<file path="config.mk">
export PLATFORM = sky130hd
export DESIGN_NAME = pixel_writer
export DESIGN_NICKNAME = d
export VERILOG_FILES = /design/src/rtl/pixel_pkg.sv /design/src/rtl/pixel_fifo.sv /design/src/rtl/pixel_writer.sv
export SDC_FILE = /design/constraint.sdc
export NUM_CORES = 1
export LEC_CHECK = 0
export ABC_CLOCK_PERIOD_IN_PS = 2680
export BUFFER_PORTS_ARGS = -buffer_cell sky130_fd_sc_hd__buf_4
export CORE_UTILIZATION = 53
export CTS_CLUSTER_SIZE = 24
export DETAILED_ROUTE_END_ITERATION = 12
export MAX_ROUTING_LAYER = met4
export PLACE_DENSITY = 0.78
export SLEW_MARGIN = 20
export SYNTH_ARGS = -nofsm -noshare
export SYNTH_HDL_FRONTEND = slang
export SYNTH_HIERARCHICAL = 1
export SYNTH_SLANG_ARGS = --single-unit
</file>
<file path="constraint.sdc">
create_clock -name clk -period 2.68 [get_ports clk]
set_clock_uncertainty 0.15 [all_clocks]
set_input_delay 0.536 -clock clk [delete_from_list [all_inputs] [get_ports clk]]
set_output_delay 0.536 -clock clk [all_outputs]
set_load 0.005 [all_outputs]
</file>
<file path="src/rtl/pixel_pkg.sv">
// Shared definitions for the pixel writer: geometry defaults, widths, colour
// constants, FSM encoding and the buffered command layout.
package pixel_pkg;

  localparam int H_RES_DEF = 160;
  localparam int V_RES_DEF = 120;
  localparam int FB_ADDR_W = 15;
  localparam int COLOUR_W  = 3;
  localparam int COORD_W   = 8;

  localparam logic [COLOUR_W-1:0] BLACK  = 3'b000;
  localparam logic [COLOUR_W-1:0] WHITE  = 3'b111;
  localparam logic [COLOUR_W-1:0] RED    = 3'b100;
  localparam logic [COLOUR_W-1:0] YELLOW = 3'b110;
  localparam logic [COLOUR_W-1:0] GREEN  = 3'b010;

  typedef enum logic [1:0] {
    ST_IDLE  = 2'd0,
    ST_PIXEL = 2'd1,
    ST_FILL  = 2'd2
  } state_t;

  typedef struct packed {
    logic                fill;
    logic [COLOUR_W-1:0] colour;
    logic [COORD_W-1:0]  y;
    logic [COORD_W-1:0]  x;
  } cmd_t;

  localparam int CMD_W = $bits(cmd_t);

  // Row-major framebuffer address; for 160 columns this reduces to (y<<7)+(y<<5)+x.
  function automatic logic [FB_ADDR_W-1:0] pix_addr(input logic [COORD_W-1:0] x,
                                                    input logic [COORD_W-1:0] y,
                                                    input int h_res);
    return FB_ADDR_W'(y) * FB_ADDR_W'(h_res) + FB_ADDR_W'(x);
  endfunction

endpackage

</file>
<file path="src/rtl/pixel_fifo.sv">
// Synchronous command FIFO with registered occupancy count and full/empty flags.
// Read data is the head entry; there is no write-to-read bypass.
module pixel_fifo #(
  parameter int DEPTH = 4,
  parameter int WIDTH = 20
) (
  input  logic             clk,
  input  logic             rst,
  input  logic             push,
  input  logic [WIDTH-1:0] wdata,
  input  logic             pop,
  output logic [WIDTH-1:0] rdata,
  output logic             full,
  output logic             empty
);

  localparam int AW = $clog2(DEPTH);

  logic [WIDTH-1:0] mem_q [DEPTH];
  logic [WIDTH-1:0] mem_d [DEPTH];
  logic [AW-1:0]    wr_ptr_q, wr_ptr_d;
  logic [AW-1:0]    rd_ptr_q, rd_ptr_d;
  logic [AW:0]      count_q, count_d;
  logic             push_ok;
  logic             pop_ok;

  assign full    = (count_q == (AW+1)'(DEPTH));
  assign empty   = (count_q == '0);
  assign push_ok = push & ~full;
  assign pop_ok  = pop & ~empty;
  assign rdata   = mem_q[rd_ptr_q];

  always_comb begin
    mem_d    = mem_q;
    wr_ptr_d = wr_ptr_q;
    rd_ptr_d = rd_ptr_q;
    count_d  = count_q;
    if (push_ok) begin
      mem_d[wr_ptr_q] = wdata;
      wr_ptr_d        = wr_ptr_q + AW'(1);
    end else begin
      wr_ptr_d = wr_ptr_q;
    end
    if (pop_ok) begin
      rd_ptr_d = rd_ptr_q + AW'(1);
    end else begin
      rd_ptr_d = rd_ptr_q;
    end
    case ({push_ok, pop_ok})
      2'b10:   count_d = count_q + (AW+1)'(1);
      2'b01:   count_d = count_q - (AW+1)'(1);
      default: count_d = count_q;
    endcase
  end

  always_ff @(posedge clk) begin
    if (!rst) begin
      wr_ptr_q <= '0;
      rd_ptr_q <= '0;
      count_q  <= '0;
    end else begin
      wr_ptr_q <= wr_ptr_d;
      rd_ptr_q <= rd_ptr_d;
      count_q  <= count_d;
    end
  end

  // Storage needs no reset: the count alone decides what is valid.
  always_ff @(posedge clk) begin
    mem_q <= mem_d;
  end

endmodule

</file>
<file path="src/rtl/pixel_writer.sv">
// Buffers pixel/fill commands and turns them into registered framebuffer writes.
// Define PIXEL_WRITER_FILL_EN to build the full-screen FILL state and counter.
module pixel_writer
  import pixel_pkg::*;
#(
  parameter int FIFO_DEPTH = 4,
  parameter int H_RES      = H_RES_DEF,
  parameter int V_RES      = V_RES_DEF
) (
  input  logic                 clk,
  input  logic                 rst,
  input  logic                 in_valid,
  output logic                 in_ready,
  input  logic [7:0]           in_x,
  input  logic [7:0]           in_y,
  input  logic [2:0]           in_colour,
  input  logic                 in_fill,
  output logic                 fb_we,
  output logic [14:0]          fb_addr,
  output logic [2:0]           fb_data,
  output logic                 busy,
  output logic [7:0]           drop_count
);

  localparam logic [COORD_W:0] H_LIM = 9'(H_RES);
  localparam logic [COORD_W:0] V_LIM = 9'(V_RES);

  state_t               state_q, state_d;
  logic [COORD_W-1:0]   x_q, x_d, y_q, y_d;
  logic [COLOUR_W-1:0]  col_q, col_d;
  logic                 fb_we_q, fb_we_d;
  logic [FB_ADDR_W-1:0] fb_addr_q, fb_addr_d;
  logic [COLOUR_W-1:0]  fb_data_q, fb_data_d;
  logic [7:0]           drop_q, drop_d;
  logic                 fifo_full, fifo_empty, fifo_pop;
  logic [CMD_W-1:0]     fifo_rdata;
  cmd_t                 rd_cmd;
  logic                 in_range;

`ifdef PIXEL_WRITER_FILL_EN
  localparam logic [FB_ADDR_W-1:0] FILL_LAST = FB_ADDR_W'(H_RES * V_RES - 1);
  logic [FB_ADDR_W-1:0] fill_cnt_q, fill_cnt_d;
`else
  logic fill_unused;
  assign fill_unused = rd_cmd.fill;
`endif

  pixel_fifo #(
    .DEPTH (FIFO_DEPTH),
    .WIDTH (CMD_W)
  ) u_fifo (
    .clk   (clk),
    .rst   (rst),
    .push  (in_valid & in_ready),
    .wdata ({in_fill, in_colour, in_y, in_x}),
    .pop   (fifo_pop),
    .rdata (fifo_rdata),
    .full  (fifo_full),
    .empty (fifo_empty)
  );

  assign rd_cmd     = cmd_t'(fifo_rdata);
  assign in_ready   = rst & ~fifo_full;
  assign busy       = rst & (~fifo_empty | (state_q != ST_IDLE));
  assign fifo_pop   = (state_q == ST_IDLE) & ~fifo_empty;
  assign in_range   = ({1'b0, x_q} < H_LIM) && ({1'b0, y_q} < V_LIM);
  assign fb_we      = fb_we_q;
  assign fb_addr    = fb_addr_q;
  assign fb_data    = fb_data_q;
  assign drop_count = drop_q;

  always_ff @(posedge clk) begin
    if (!rst) begin
      state_q    <= ST_IDLE;
      x_q        <= '0;
      y_q        <= '0;
      col_q      <= BLACK;
      fb_we_q    <= 1'b0;
      fb_addr_q  <= '0;
      fb_data_q  <= BLACK;
      drop_q     <= 8'd0;
`ifdef PIXEL_WRITER_FILL_EN
      fill_cnt_q <= '0;
`endif
    end else begin
      state_q    <= state_d;
      x_q        <= x_d;
      y_q        <= y_d;
      col_q      <= col_d;
      fb_we_q    <= fb_we_d;
      fb_addr_q  <= fb_addr_d;
      fb_data_q  <= fb_data_d;
      drop_q     <= drop_d;
`ifdef PIXEL_WRITER_FILL_EN
      fill_cnt_q <= fill_cnt_d;
`endif
    end
  end

  always_comb begin
    state_d = state_q;
    case (state_q)
      ST_IDLE: begin
        if (fifo_pop) begin
`ifdef PIXEL_WRITER_FILL_EN
          state_d = rd_cmd.fill ? ST_FILL : ST_PIXEL;
`else
          state_d = ST_PIXEL;
`endif
        end else begin
          state_d = ST_IDLE;
        end
      end
      ST_PIXEL: state_d = ST_IDLE;
`ifdef PIXEL_WRITER_FILL_EN
      ST_FILL: begin
        if (fill_cnt_q == FILL_LAST) begin
          state_d = ST_IDLE;
        end else begin
          state_d = ST_FILL;
        end
      end
`endif
      default: state_d = ST_IDLE;
    endcase
  end

  // Write strobe defaults low; address/data hold their last value between writes.
  always_comb begin
    x_d       = x_q;
    y_d       = y_q;
    col_d     = col_q;
    fb_we_d   = 1'b0;
    fb_addr_d = fb_addr_q;
    fb_data_d = fb_data_q;
    drop_d    = drop_q;
`ifdef PIXEL_WRITER_FILL_EN
    fill_cnt_d = fill_cnt_q;
`endif
    case (state_q)
      ST_IDLE: begin
        if (fifo_pop) begin
          x_d   = rd_cmd.x;
          y_d   = rd_cmd.y;
          col_d = rd_cmd.colour;
        end else begin
          x_d   = x_q;
        end
`ifdef PIXEL_WRITER_FILL_EN
        fill_cnt_d = '0;
`endif
      end
      ST_PIXEL: begin
        if (in_range) begin
          fb_we_d   = 1'b1;
          fb_addr_d = pix_addr(x_q, y_q, H_RES);
          fb_data_d = col_q;
        end else if (drop_q != 8'hFF) begin
          drop_d = drop_q + 8'd1;
        end else begin
          drop_d = drop_q;
        end
      end
`ifdef PIXEL_WRITER_FILL_EN
      ST_FILL: begin
        fb_we_d    = 1'b1;
        fb_addr_d  = fill_cnt_q;
        fb_data_d  = col_q;
        fill_cnt_d = fill_cnt_q + FB_ADDR_W'(1);
      end
`endif
      default: begin
        fb_we_d = 1'b0;
      end
    endcase
  end

endmodule
</file>
Word level (Yosys, flattened, before mapping)
Index checks and enable logic that the tools add are counted.
{"block": "totals", "output_inout_bits": 29, "in_bits": 23, "word_cells": 64, "register_bits": 135, "mem_bits_rw": 0, "latchBits": 0, "mem_count": 0, "mem_bits_ro": 0}
{"block": "op_classes", "n_shift": 0, "div_mod_pow": 0, "add_sub_neg": 6, "magnitude_cmp": 5, "n_mul": 1, "n_eq_ne": 5, "reduce_logical": 11, "mux": 9, "n_bitwise": 12}
{"operator": "bitwise mux 80 bit", "n": 1}
{"operator": "binary-select mux 20 bit (select 2 bit)", "n": 1}
{"operator": "demux 20 bit (select 2 bit)", "n": 1}
{"operator": "2-to-1 mux 19 bit", "n": 2}
{"operator": "2-to-1 mux 20 bit", "n": 1}
{"operator": "adder 15 x 8 -> 15 bit", "n": 1}
{"operator": "multiplier 8 x 3 -> 10 bit, second input constant", "n": 1}
{"operator": "adder 8 x 1 -> 8 bit, second input constant", "n": 1}
{"operator": "< comparator 8 x 7 -> 1 bit, second input constant", "n": 1}
{"operator": "< comparator 8 bit, second input constant", "n": 1}
{"operator": "inequality test 8 bit, second input constant", "n": 1}
{"operator": "AND reduction 2 bit", "n": 4}
{"operator": "AND 1 bit", "n": 6}
{"operator": ">= comparator 3 bit, second input constant", "n": 2}
{"operator": "inverter 2 -> 3 bit", "n": 2}
{"operator": "case mux 3 bit (2 select lines)", "n": 1}
{"operator": "adder 2 x 1 -> 2 bit, second input constant", "n": 2}
{"operator": "equality test 2 x 1 -> 1 bit, second input constant", "n": 2}
{"operator": "nonzero test 2 bit", "n": 2}
{"operator": "adder 3 x 1 -> 3 bit, second input constant", "n": 1}
{"operator": "equality test 3 bit, second input constant", "n": 1}
{"operator": "zero test 3 bit", "n": 1}
{"operator": "< comparator 3 x 1 -> 1 bit, second input constant", "n": 1}
{"operator": "inverter 1 bit", "n": 3}
{"operator": "7 further kinds", "n": 9}

Longest topological paths before layout
Gate-level depths: netlist (run 1).
{"block": "depth", "word_depth": 7, "depth_mapped": 12, "mapped_depth_nobuf": 11}

By module
Netlist (run 1), hierarchy kept.
{"mod": "pixel_fifo", "seq_area_each_um2": 2542.4, "area_per_inst_um2": 3338.2, "cells_per_inst": 155, "instances": 1}
{"mod": "pixel_writer", "seq_area_each_um2": 940.9, "area_per_inst_um2": 2401.1, "cells_per_inst": 288, "instances": 1}

Worst setup path after synthesis (run 1)
No wires, ideal clock.
{"block": "synth_path", "path_type": "reg-to-reg", "start": "register u_fifo.count_q[0]", "end": "register u_fifo.count_q[2]", "arrival_ps": 2497, "required_ps": 2460, "n_path_buf": 1, "setup_slack_ps": -37, "path_stages_with_launch": 12, "setup_ps": 70, "period_less_slack_ps": 2717, "cell_sequence": "dfxtp_1 nor3_2 or2_2 inv_1 clkbuf_1 nor2b_1 ha_1 inv_1 fa_1 xor2_1 or3_1 a21boi_1"}
{"block": "synth_between", "elab_cells_between_ends": 15, "cone_classes": "add/sub (2); eq/ne (3); mux (1); bitwise (7); reduce/logical (2)"}
{"item": "start, declared", "line": "pixel_fifo.sv:23", "rtl": "logic [AW:0] count_q, count_d;"}
{"item": "start signal, assigned", "line": "pixel_fifo.sv:64", "rtl": "count_q <= count_d;"}
{"item": "zero test 3 bit *", "line": "pixel_fifo.sv:28", "rtl": "assign empty = (count_q == '0);"}
{"item": "named net fifo_empty", "line": "pixel_writer.sv:35", "rtl": "logic fifo_full, fifo_empty, fifo_pop;"}
{"item": "inverter 1 bit *", "line": "pixel_writer.sv:65", "rtl": "assign fifo_pop = (state_q == ST_IDLE) & ~fifo_empty;"}
{"item": "AND 1 bit *", "line": "pixel_writer.sv:65"}
{"item": "named net fifo_pop", "line": "pixel_writer.sv:35"}
{"item": "AND 1 bit *", "line": "pixel_fifo.sv:30", "rtl": "assign pop_ok = pop & ~empty;"}
{"item": "named net u_fifo.pop_ok", "line": "pixel_fifo.sv:25", "rtl": "logic pop_ok;"}
{"item": "equality test 2 x 1 -> 1 bit / equality test 2 bit (equally long branches)", "line": "pixel_fifo.sv:49", "rtl": "case ({push_ok, pop_ok})"}
{"item": "case mux 3 bit (2 select lines) / nonzero test 2 bit (equally long branches)"}
The timed path passes the listed nets; every way through them passes the cells marked *.
A chain may end at the register's enable or synchronous reset.

Worst setup path in the final report (run 1)
{"block": "layout_path", "start": "register y_q[1]", "end": "register fb_addr_q[14] (netlist: fb_addr[14])"}
{"block": "layout_between", "elab_chain_cells": 3, "elab_cells_between_ends": 5, "cone_classes": "add/sub (1); mul (1); order compare (1); reduce/logical (2)"}
{"item": "start, declared", "line": "pixel_writer.sv:29", "rtl": "logic [COORD_W-1:0] x_q, x_d, y_q, y_d;"}
{"item": "start signal, assigned", "line": "pixel_writer.sv:88", "rtl": "y_q <= y_d;"}
{"item": "parallel branches: the longest is 3 deep, another holds adder 15 x 8 -> 15 bit"}
{"item": "end signal, assigned", "line": "pixel_writer.sv:91", "rtl": "fb_addr_q <= fb_addr_d;"}
{"item": "end, declared", "line": "pixel_writer.sv:32", "rtl": "logic [FB_ADDR_W-1:0] fb_addr_q, fb_addr_d;"}
Parallel ways; which one is timed is not known.

==> results.tsv, run 1 <==
metric	value	unit
status	finished clean	
unrepaired setup endpoints after global routing	false	
Nets	555	
Synth Warn #	6	
Hold Crit Class	input port to flip-flop	
I/O pin total	52	
fin crit share	96.4	%
layout cells sized above 1	27.3	%
root buffer cell	clkbuf_8	
total number of vias	3560	
clock sink count	130	
Combinational Power Share	23.7	%
fin util	66.2	%
PwrDens	905	nW/µm²
Reg power frac	39.8	%
die area	11000	µm²
Syn Std Cell Area	5600	µm²
area occupied by multi-input gates	2110	µm²
DRC errors left	0	
Least-Margin Pin Slew	0.652	ns
Worst Setup Path Type	flip-flop to flip-flop	
final hold vios	0	
via count of the first global-routing pass	3561	
HP Start	in_x[1]	
Lkg Pwr	2.46	nW
maximum capacitance violations	0	
data required time at the worst endpoint	2.92	ns
DP Wirelength	6800	µm
Routed WL per cell	15.8	µm
number of antenna violations at the first check in global routing	0	
WL final	10400	µm
R2R Setup Slk	0.1	ns
Hold Path Sink	u_fifo/mem_q[1]$_DFFE_PP_	
Storage cell area	3360	µm²
Slew headroom	56.2	%
Die Span X	105	µm
row count	37	
worst vdd ir	0.000521	V
RePlAce Congestion	0.797	
clock share of power	36.5	%
Sw Share	30.9	%
Skew-Pair Late Insertion Delay	0.53	ns
Tmin final	2.58	ns
first-pass detailed-route iteration total	6	
total grt overflow	0	
port bufs	50	
core area	10300	µm²
pins over their slew limit	0	
Starting DRT DRC Count	148	
largest net degree at the start of global routing	48	
Die H	105	µm
global-route wire length before repair	17000	µm
worst r2r dst	fb_addr[14]$_SDFFE_PN0P_	
clock transition at the registers of the reported paths	0.07	ns
syn_area_per_cell	12.8	µm²
Initial Utilization	54.5	%
RR Startpoint	y_q[1]$_SDFFE_PN0P_	
ANT nets after route	0	
CTS tree	done	
Post-Synthesis Net Count	485	
Sw Pwr	1.90	mW
Final setup viols	0	
crit path capture type	flip-flop	
worst hold path depth	1	
WP data arrival	2.82	ns
H-Tree Depth	4	
antenna cells	0	
Setup crit start kind	flip-flop	
vias per std cell	5.42	
placed cells	624	
Mapped Cells	438	
Longest Clk Path Bufs	2	
Layout Area Growth over Synthesis	21.6	%
Worst Path Max Fanout	3	
fmax	387	MHz
worst-case reg-to-reg path depth	8	
all-layer global routing usage	21.1	%
setup TNS	0	ns
TritonCTS Buffers	17	
Final Non-Filler Cells	657	
hold_buf cts	0	
FILL cells	753	
Internal Dissipation	4.26	mW
## cells in the final DEF, fill, tap and decap left out, types with 2 or more instances in the layout
master      instances
nor4b_1             3
mux2i_1             2
a21boi_1            2
nand2b_1            2
a21o_1              2
mux4_2             18
inv_1              12
clkinvlp_4          2
nand2_1            72
a21oi_1            35
o21ai_1             2
ha_1               20
nand3_1             3
xnor2_1            10
buf_4              71
nor3b_1             2
inv_6               6
a211oi_2            3
edfxtp_1           76
o21ai_0             8
xor2_1              3
nor3_1              5
nor3b_2             3
and2_1              7
dfxtp_1            53
inv_8               4
fa_1                2
nand4_1             3
nor2_1             25
nor4_1              3
o211ai_1            2
a211oi_1            5
or3_1               4
nor2b_1             5
nor3_2              2
clkbuf_16          16
## worst max path at each step
stage	from	endpoint	slack, ns	cells after the start
after floorplan	y_q[3]$_SDFFE_PN0P_	fb_addr[14]$_SDFFE_PN0P_	0.04	8
after global placement	y_q[1]$_SDFFE_PN0P_	fb_addr[14]$_SDFFE_PN0P_	0.02	8
after detailed placement	y_q[1]$_SDFFE_PN0P_	fb_addr[14]$_SDFFE_PN0P_	-0.03	8
after CTS	y_q[1]$_SDFFE_PN0P_	fb_addr[14]$_SDFFE_PN0P_	0.04	8
after global routing	y_q[5]$_SDFFE_PN0P_	fb_addr[14]$_SDFFE_PN0P_	0.003	7
final	y_q[1]$_SDFFE_PN0P_	fb_addr[14]$_SDFFE_PN0P_	0.1	8
## state kept, by name (all words and copies together) (netlist names)
name / cells
state_q: 1
fb_data: 3
u_fifo/count_q: 3
y_q: 8
u_fifo/mem_q: 76
fb_addr: 15
u_fifo/wr_ptr_q: 2
x_q: 8
u_fifo/rd_ptr_q: 2
fb_we: 1
col_q: 3
drop_count: 8
## area by class of cell
| cell class | count | area share, % |
|---|---|---|
| Multi-Input combinational cell | 275 | 31.0 |
| Inverter | 13 | 0.717 |
| Sequential cell | 130 | 49.4 |
| Clock inverter | 15 | 2.41 |
| Tap cell | 136 | 2.50 |
| Timing Repair Buffer | 71 | 7.83 |
| Clock buffer | 17 | 6.08 |
## worst max-delay path, cell delays in order, from the launching register on
cell and delay, ns:
dfxtp_1 0.32, ha_1 0.30, ha_2 0.20, fa_2 0.39, a211oi_4 0.29, nor4b_1 0.09, or4b_1 0.49, a41oi_2 0.18
a211oi_2 0.05
## per-stage QoR
step | hold WS, ns | worst slack (ns) | instance area [µm²] | power (mW)
finish | 0.0548 | 0.0969 | 6810 | 6.16
global route | 0.0316 | 0.00299 | 6810 | 6.47
CTS | 0.0309 | 0.0403 | 6780 | 6.18
detailed placement | 0.298 | -0.0277 | 6190 | 3.91
global placement | 0.291 | 0.0229 | 6190 | 3.87
floorplan | 0.282 | 0.0440 | 5600 | 3.50
## what timing repair did
| item | CTS | global route |
|---|---|---|
| pin swaps | 1 | 2 |
| gates resized for setup | 0 | 6 |
| endpoints found under the setup margin | 1 | 4 |
| hold endpoints to repair | 0 | 0 |
| setup buffers | 1 | 0 |
## metal layers
metal,track usage (%),part of all wire (%),vias up
li1,-,-,1744
met1,24.3,43,1720
met2,35.7,52,84
met3,5.49,3.4,12
met4,7.44,0.87,0
met5,-,0,-
## power groups by stage
stage | clock network (mW) | registers (mW) | logic (mW)
6_report | 2.25 | 2.45 | 1.46
4_1_cts | 2.28 | 2.45 | 1.45
5_1_grt | 2.36 | 2.48 | 1.63
3_5_place_dp | 0 | 2.49 | 1.43
2_1_floorplan | 0 | 2.48 | 1.02
3_3_place_gp | 0 | 2.47 | 1.40
Power figures use the tool's default switching activity.
==> run 2, diff against run 1 <==
- REMOVE_ABC_BUFFERS: not set -> 1
- SLEW_MARGIN: 20 -> not set
==> results.tsv, run 2 (synthesis results as in run 1) <==
metric	value	unit
status	finished clean	
largest stage delay on the critical path	0.42	ns
RePlAce Congestion	0.829	
largest net degree at the start of global routing	48	
Lkg Pwr	2.46	nW
Slowest-stage cell, CP	or3_1	
fin area	6810	µm²
PwrDens	913	nW/µm²
Initial Utilization	54.5	%
H-Tree Depth	4	
max reg flops	76	
Worst Setup Path Type	flip-flop to flip-flop	
vias per std cell	5.57	
Slew headroom	55.5	%
Worst Path Max Fanout	4	
commonest non-fill, non-tap cells in the layout	edfxtp_1, nand2_1, buf_4	
critical-path cell list	buf_4, ha_1, ha_1, o21ai_1, o211a_1, or3_1, and4_1, a211oi_2	
first-pass detailed-route iteration total	4	
M3 GR Usage	5.18	%
antenna cells	0	
WL final	10900	µm
worst vdd ir	0.000479	V
root buffer cell	clkbuf_8	
hold_buf cts	0	
setup TNS	0	ns
I/O pin total	52	
via count of the first global-routing pass	3768	
Reg power frac	39.5	%
fin crit share	97.7	%
data required time at the worst endpoint	2.95	ns
Sw Share	30.3	%
Hold Crit Class	input port to flip-flop	
DRC errors left	0	
layout cells sized above 1	27.3	%
port bufs	50	
Nets	554	
Post-DP Area	6190	µm²
final hold vios	0	
WP data arrival	2.89	ns
Top cell by count, worst path	ha_1	
CTS tree	done	
Layout Area Growth over Synthesis	21.7	%
TritonCTS Buffers	17	
met2 usage	37.5	%
maximum capacitance violations	0	
all-layer global routing usage	22.5	%
global-route wire length before repair	18300	µm
Setup crit start kind	flip-flop	
Sw Pwr	1.89	mW
total grt overflow	0	
core area	10300	µm²
total number of vias	3657	
ANT nets after route	0	
Die H	105	µm
row count	37	
FILL cells	737	
pins over their slew limit	0	
worst hold slack	0.0735	ns
Final setup viols	0	
clock sink count	130	
crit path capture type	flip-flop	
Combinational Power Share	24.2	%
Internal Dissipation	4.33	mW
clock share of power	36.3	%
die area	11000	µm²
Skew-Pair Late Insertion Delay	0.51	ns
Tmin final	2.62	ns
Die Span X	105	µm
number of antenna violations at the first check in global routing	0	
Routed WL per cell	16.6	µm
Longest Clk Path Bufs	2	
most common cell after layout, fill and taps aside	edfxtp_1	
Least-Margin Pin Slew	0.663	ns
gr busiest metal	met2	
met1 usage	25.5	%
fmax	382	MHz
Starting DRT DRC Count	215	
clock transition at the registers of the reported paths	0.06	ns
Reg with most FFs	u_fifo/mem_q	
DP Wirelength	6690	µm
run 2: cell types whose count changed in the layout (fill, tap and decap cells not counted), moves of 2 or more:
cell,before,now
clkinv_4,0,2
dfxtp_1,53,51
dfxtp_2,1,3
inv_8,4,2
run 2: layout make-up:
class	instances	area [µm²]	area share, %
clock buffer	18	418	6.14
tap	136	170	2.50
clock inverter	14	168	2.46
inverter	13	48.8	0.717
timing repair buffer	70	526	7.72
sequential	130	3370	49.4
multi-input combinational	275	2110	31.0
run 2: power by group through the flow:
stage / Clock [mW] / Sequential (mW) / Combinational [mW]
floorplan: 0 / 2.52 / 0.915
global placement: 0 / 2.48 / 1.41
detailed placement: 0 / 2.49 / 1.45
CTS: 2.29 / 2.45 / 1.48
global route: 2.38 / 2.48 / 1.68
finish: 2.26 / 2.46 / 1.50
run 2: worst paths after layout:
kind | cells past startpoint | start | end | slack, ns
max | 8 | y_q[3]$_SDFFE_PN0P_ | fb_addr[14]$_SDFFE_PN0P_ | 0.06
min | 1 | in_x[3] | u_fifo/mem_q[43]$_DFFE_PP_ | 0.07
max reg2reg | 8 | y_q[3]$_SDFFE_PN0P_ | fb_addr[14]$_SDFFE_PN0P_ | 0.06
min reg2reg | 2 | x_q[0]$_SDFFE_PN0P_ | x_q[0]$_SDFFE_PN0P_ | 0.31
run 2: routing by layer:
metal,vias up,routed length [µm]
met5,-,0
met4,0,183
met3,17,498
met2,101,5700
met1,1800,4490
li1,1739,-
run 2: critical path: cells and delay by family (launching register included):
kind,cells,cell delay [ns]
adders and majority gates,2,0.70
and+or+nand+nor,2,0.64
AOI/OAI and AO/OA,3,0.59
DFF,1,0.31
buffers and inverters,1,0.15
run 2: through the flow:
step / setup slack, ns / power (mW) / std cells / utilization (%)
floorplan: -0.527 / 3.43 / 418 / -
global placement: 0.0392 / 3.88 / 623 / 60.2
detailed placement: -0.00284 / 3.93 / 623 / 60.2
CTS: 0.0159 / 6.23 / 655 / 65.9
global route: -0.0198 / 6.54 / 656 / 66.3
finish: 0.0622 / 6.22 / 656 / 66.3
run 2: repair_timing:
action	CTS	global route
pin swaps	1	1
buffers inserted	0	1
endpoints found under the hold margin	0	0
setup endpoints to repair	2	4
gates resized for setup	1	7
